**config.mk**
```make
export PLATFORM = sky130hd
export DESIGN_NAME = sram_access_arbiter
export DESIGN_NICKNAME = d
export VERILOG_FILES = /design/src/rtl/sram_access_arbiter.sv
export SDC_FILE = /design/constraint.sdc
export NUM_CORES = 1
export LEC_CHECK = 0
export CORE_MARGIN = 1.5
export CORE_UTILIZATION = 30
export DETAILED_ROUTE_END_ITERATION = 7
export HOLD_SLACK_MARGIN = 0.1
export PLACE_DENSITY = 0.7
export SYNTH_ARGS = -nofsm -noshare
export SYNTH_HDL_FRONTEND = slang
export SYNTH_SLANG_ARGS = --single-unit
```
**constraint.sdc**
```tcl
create_clock -name clk -period 2 [get_ports clk]
set_input_delay 0.4 -clock clk [delete_from_list [all_inputs] [get_ports clk]]
set_output_delay 0.4 -clock clk [all_outputs]
set_load 0.02 [all_outputs]
```
**src/rtl/sram_access_arbiter.sv**
```systemverilog
// Two-port round-robin arbiter and access sequencer for an asynchronous work
// SRAM. Each granted access runs SETUP -> STROBE (STROBE_CYCLES) -> HOLD, with
// all SRAM-side signals and acknowledges driven straight from registers.
module sram_access_arbiter #(
    parameter int DATA_WIDTH    = 8,
    parameter int ADDR_WIDTH    = 11,
    parameter int STROBE_CYCLES = 2
) (
    input  logic                  clk,
    input  logic                  reset,
    input  logic                  a_req,
    input  logic                  a_we,
    input  logic [ADDR_WIDTH-1:0] a_addr,
    input  logic [DATA_WIDTH-1:0] a_wdata,
    output logic                  a_ack,
    output logic [DATA_WIDTH-1:0] a_rdata,
    input  logic                  b_req,
    input  logic                  b_we,
    input  logic [ADDR_WIDTH-1:0] b_addr,
    input  logic [DATA_WIDTH-1:0] b_wdata,
    output logic                  b_ack,
    output logic [DATA_WIDTH-1:0] b_rdata,
    output logic [ADDR_WIDTH-1:0] sram_address,
    output logic [DATA_WIDTH-1:0] sram_data_in,
    input  logic [DATA_WIDTH-1:0] sram_data_out,
    output logic                  sram_write_enable,
    output logic                  sram_output_enable,
    output logic                  busy
);

    typedef enum logic [1:0] {IDLE, SETUP, STROBE, HOLD} state_t;

    localparam logic [3:0] CNT_LOAD = 4'(STROBE_CYCLES - 1);

    state_t     state_q, state_d;
    logic [3:0] cnt_q;
    logic       last_grant_b_q;  // 1: port B was granted last
    logic       gnt_b_q;         // port owning the access in flight
    logic       gnt_we_q;
    logic       grant_b;
    logic       any_req;

    // Round-robin pick: a lone requester wins, a tie goes to the port not granted last.
    assign any_req = a_req | b_req;
    assign grant_b = b_req & (~a_req | ~last_grant_b_q);
    assign busy    = (state_q != IDLE);

    // State register.
    always_ff @(posedge clk or posedge reset) begin
        if (reset) begin
            state_q <= IDLE;
        end else begin
            // NOTE: sequential state uses non-blocking assignments so every
            // register samples pre-edge values regardless of block ordering.
            state_q <= state_d;
        end
    end

    // Next-state sequencing through the access phases.
    always_comb begin
        // NOTE: default first so no path through the case leaves state_d
        // unassigned, which would otherwise infer a latch.
        state_d = state_q;
        case (state_q)
            IDLE:    if (any_req) state_d = SETUP;
            SETUP:   state_d = STROBE;
            STROBE:  if (cnt_q == 4'd0) state_d = HOLD;
            HOLD:    state_d = IDLE;
            default: state_d = IDLE;
        endcase
    end

    // Registered datapath: grant latch, SRAM drive, strobes, read capture and acks.
    always_ff @(posedge clk or posedge reset) begin
        if (reset) begin
            // NOTE: every output-facing register is reset, including the rdata
            // holding registers, so a reset mid-access leaves no stale strobe or ack.
            cnt_q              <= 4'd0;
            last_grant_b_q     <= 1'b1;
            gnt_b_q            <= 1'b0;
            gnt_we_q           <= 1'b0;
            sram_address       <= '0;
            sram_data_in       <= '0;
            sram_write_enable  <= 1'b1;
            sram_output_enable <= 1'b1;
            a_ack              <= 1'b0;
            b_ack              <= 1'b0;
            a_rdata            <= '0;
            b_rdata            <= '0;
        end else begin
            a_ack <= 1'b0;
            b_ack <= 1'b0;
            case (state_q)
                IDLE: begin
                    if (any_req) begin
                        gnt_b_q      <= grant_b;
                        gnt_we_q     <= grant_b ? b_we : a_we;
                        sram_address <= grant_b ? b_addr : a_addr;
                        sram_data_in <= grant_b ? b_wdata : a_wdata;
                    end
                end
                SETUP: begin
                    cnt_q              <= CNT_LOAD;
                    sram_write_enable  <= ~gnt_we_q;
                    sram_output_enable <= gnt_we_q;
                end
                STROBE: begin
                    if (cnt_q == 4'd0) begin
                        sram_write_enable  <= 1'b1;
                        sram_output_enable <= 1'b1;
                        if (!gnt_we_q) begin
                            if (gnt_b_q) b_rdata <= sram_data_out;
                            else         a_rdata <= sram_data_out;
                        end
                        if (gnt_b_q) b_ack <= 1'b1;
                        else         a_ack <= 1'b1;
                    end else begin
                        cnt_q <= cnt_q - 4'd1;
                    end
                end
                HOLD: begin
                    last_grant_b_q <= gnt_b_q;
                end
                default: ;
            endcase
        end
    end

endmodule
```
## Yosys cells after proc, flatten, opt, wreduce, memory -nomap -nowiden

Cells that the tools add are included.

- Register bits: 48
- Latch bits: 0
- RAM bits: 0
- Bits in read-only memories: 0
- Bits of input ports: 52
- Output and inout bits: 40
- Logic and storage cells: 54
- Memories: 0

- Add/sub/neg operators: 1
- Multipliers: 0
- Div/mod/pow operators: 0
- $lt $le $gt $ge: 0
- Eq/ne operators: 6
- Shift-type cells: 0
- Muxes and demuxes: 17
- Bitwise gates (word level): 7
- Reductions and logical operators: 10

Operator list:

| kind | number |
|---|---|
| 2-to-1 mux 11 bit | 1 |
| 2-to-1 mux 1 bit | 8 |
| 2-to-1 mux 8 bit | 1 |
| case mux 2 bit (4 select lines) | 1 |
| case mux 4 bit (2 select lines) | 1 |
| AND reduction 2 bit | 4 |
| AND reduction 4 bit | 2 |
| inequality test 2 bit (second input constant) | 3 |
| equality test 2 bit (second input constant) | 2 |
| zero test 4 bit | 1 |
| 2-to-1 mux 2 bit | 2 |
| 2-to-1 mux 4 bit | 1 |
| inverter 1 bit | 4 |
| case mux 1 bit (2 select lines) | 2 |
| nonzero test 2 bit | 2 |
| subtractor 4 x 1 -> 4 bit (second input constant) | 1 |
| equality test 2 x 1 -> 1 bit (second input constant) | 1 |
| zero test 2 bit | 1 |
| OR 1 bit | 2 |
| AND 1 bit | 1 |

## Longest topological paths before layout

Gate-level depths: netlist of the first run.

- Depth after elaboration: 4
- Mapped depth: 6

## Worst setup path before layout of the first run

Ideal clock, no wire load.

- Kind: reg-to-reg
- Start point: register cnt_q[0]
- End point: register state_q[1]
- Setup time: 125 ps
- Arrival: 1635 ps
- Slack: 240 ps
- Stages on the path, launching flop included: 6
- Buffers on the path: 0
- Clock period less this slack: 1760 ps
- Path through: dfrtp_1 > inv_1 > ha_1 > or3b_2 > a21oi_1 > mux2_2

- Longest elaborated chain between the ends: 3

Ends and longest elaborated chain:

| element | RTL line | source |
|---|---|---|
| from (decl) | 36 | `logic [3:0] cnt_q;` |
| from (signal assigned) | 118 | `cnt_q <= cnt_q - 4'd1;` |
| zero test 4 bit | 67 | `STROBE: if (cnt_q == 4'd0) state_d = HOLD;` |
| inequality test 2 bit (no line) | - |  |
| AND reduction 2 bit (no line) | - |  |
| to (signal assigned) | 55 | `state_q <= state_d;` |
| to (decl) | 35 | `state_t state_q, state_d;` |

Every way passes these cells.
A chain may end at the register's enable or synchronous reset.

## Worst setup path after layout of the first run

- Start point: register state_q[0]
- End point: register a_rdata[6]

- Longest elaborated chain between the ends: 2

Ends and longest elaborated chain:

| element | RTL line | source |
|---|---|---|
| equality test 2 bit | 93 | `case (state_q)` |
| AND reduction 4 bit (no line) | - |  |
| to (signal assigned) | 113 | `else a_rdata <= sram_data_out;` |
| to (decl) | 16 | `output logic [DATA_WIDTH-1:0] a_rdata,` |

Every way passes these cells.

==> results of run 1 <==
[stage by stage]
stage | total power, uW | instances | area, um^2 | worst slack [ps] | hold WS, ps
after floorplan | 3200 | 179 | 2190 | 240 | 434
after global placement | 4340 | 366 | 3280 | 178 | 461
after detailed placement | 4400 | 366 | 3280 | 119 | 470
after CTS | 5130 | 374 | 3400 | 119 | 371
after global routing | 5410 | 374 | 3400 | 14.8 | 382
final | 5050 | 374 | 3400 | 135 | 366
[final timing paths]
path | from | slack [ps] | cells past startpoint | endpoint
worst max register to register | state_q[0] | 130 | 5 | a_rdata[6]
worst min register to register | sram_data_in[7] | 480 | 2 | sram_data_in[7]
min in group clk | sram_data_in[7] | 480 | 2 | sram_data_in[7]
worst max-delay path | state_q[0] | 130 | 5 | a_rdata[6]
worst min-delay path | reset | 370 | 2 | sram_address[1]
max in group asynchronous | reset | 1130 | 3 | sram_output_enable
[synth_stat cells (2+ instances only)]
| library cell | count |
|---|---|
| mux2_4 | 8 |
| buf_4 | 2 |
| a21oi_1 | 2 |
| nor2b_1 | 2 |
| o21ai_0 | 24 |
| mux2i_1 | 22 |
| clkbuf_1 | 5 |
| mux2_2 | 10 |
| ha_1 | 7 |
| inv_1 | 6 |
| nand2_1 | 22 |
| dfrtp_1 | 45 |
| dfstp_2 | 3 |
| nor2_1 | 3 |
[layer usage]
metal / GRT usage (%) / part of all wire, % / vias to the layer above
met4: 2.98 / 0.98 / 0
met2: 21.9 / 49 / 60
met5: 0 / 0 / -
met3: 3.82 / 6.6 / 5
li1: - / - / 822
met1: 14.6 / 43 / 764
[layout make-up]
class	instances	area [um^2]
Multi-Input combinational cell	117	927
Fill cell	647	3550
Inverter	6	22.5
Clock inverter	3	46.3
Timing Repair Buffer	99	1010
Tap cell	96	120
Clock buffer	5	68.8
Sequential cell	48	1200
[registers in the layout, indices dropped and copies added (netlist names)]
signal	flops
a_ack	1
a_rdata	8
b_ack	1
b_rdata	8
cnt_q	4
gnt_b_q	1
gnt_we_q	1
last_grant_b_q	1
sram_address	11
sram_data_in	8
sram_output_enable	1
sram_write_enable	1
state_q	2
[worst max-delay path: cells and delay by family, from the launching register on]
family	cells	cell delay, ps
and+or+nand+nor	2	670
DFF	1	420
muxes	1	380
adders and majority gates	1	170
buffers and inverters	1	120
[kinds of logic (layout without fill, tap and decap cells)]
kind of cell	count (synthesis)	count (layout)	synth area share [%]
simple gates	37	37	8.68
flops	48	48	55.0
mux	40	40	20.7
compound gates	33	33	8.62
buf+inv	14	113	3.08
fa+ha+maj	7	7	4.00
[power breakdown]
part           internal (uW)  switching (uW)
clock network            377             342
logic                   1370            1210
registers               1460             288
total                   3210            1840
==> flow_summary.json, run 1 <==
{
  "start_kind": "flop",
  "hold_buffers": 0,
  "detail_route.iter0.violations": 14,
  "finalCritPeriodShare_pct": 93.3,
  "num_rows": 30,
  "status": "completed",
  "fmax_mhz": 536,
  "min_path_type": "primary input to asynchronous set/reset pin",
  "routed_wl_mm": 4.59,
  "drive_gt1_share_pct": 16.2,
  "syn_area_um2": 2190,
  "syn-num-nets": 238,
  "gp_congestion": 0.726,
  "skew_ps": 8.79,
  "diodes": 0,
  "synth_cells": 179,
  "cap_violations": 0,
  "max_stage_delay_ps": 550,
  "pin_count": 92,
  "cp_max_fo": 8,
  "cts_buffer_depth": 2,
  "synth_top_cell_by_area": "dfrtp_1",
  "start_util_pct": 31.6,
  "rsz0062_at_grt": "no",
  "final_util_pct": 48.9,
  "insertion_delay_ps": 300,
  "grt_pass1_vias": 1692,
  "area_growth_pct": 55.0,
  "track_usage_pct": 12.3,
  "crit_chain": "inv_1, ha_1, nand4bb_1, or3_1, mux2_4",
  "maxSlewViolCount": 0,
  "synthFlopType": "dfrtp_1",
  "arrival_ps": 2060,
  "cp.required_ps": 2200,
  "crit_path_end_kind": "flop",
  "routedWlPerCell_um": 12.3,
  "vias": 1651,
  "cts_setup_buffers": 0,
  "fin_nets": 336,
  "setup_violations": 0,
  "finalSetupTns_ps": 0,
  "cts-buffers-inserted": 5,
  "ir_drop_v": 0.000523,
  "cts.sinks": 48,
  "drc": 0,
  "dieArea_um2": 7830,
  "synth_edf_count": 0,
  "cts-root-buf": "clkbuf_8",
  "async_flop_share_pct": 100,
  "synth-seq-area-share_pct": 55.0,
  "avgSynthCellArea_um2": 12.2,
  "most-common-layout-cells": "clkdlybuf4s50_1 (90), dfrtp_1 (45), o21ai_0 (24), mux2i_1 (22), nand2_1 (22)",
  "synth.top_cell.area_share_pct": 51.4,
  "worstSetupPathType": "flop to flop",
  "grt_pass1_wl_mm": 7.57,
  "antenna_found_initial": 0,
  "ys_ff_latch": 48,
  "htreeDepth": 2,
  "cts_tree": "yes",
  "fp.coreArea_um2": 6940,
  "fp.dieW_um": 88.5,
  "ys_types": 32,
  "dp_hpwl_mm": 3.54,
  "die_h_um": 88.5,
  "dr.pass1.iters": 4,
  "yosys_warnings": 0,
  "hold_viol": 0,
  "port_buffers": 91,
  "overflow": 0,
  "slowest_stage": "or3_1",
  "clk_pin_slew_worst_paths_ps": 100,
  "synth_area_leaders": "dfrtp_1 (51%), mux2i_1 (10%), o21ai_0 (5.5%)",
  "p_per_area_nw_per_um2": 1490,
  "antenna_left": 0,
  "leakagePower_uw": 0.00150,
  "vias_per_cell": 4.41,
  "mostFrequentLayoutCell": "clkdlybuf4s50_1",
  "relSlewSlack_pct": 66.7,
  "post-route-min-period_ps": 1870,
  "cts_resized": 1,
  "tightestPinTransition_ps": 500,
  "grt_max_degree": 41
}
(Power assumes the default switching activity.)
==> run 2: changes to the inputs <==
- HOLD_SLACK_MARGIN: 0.1 -> 0.08
==> results of run 2 <==
Final layout, timing and power as in run 1 (identical DEF).
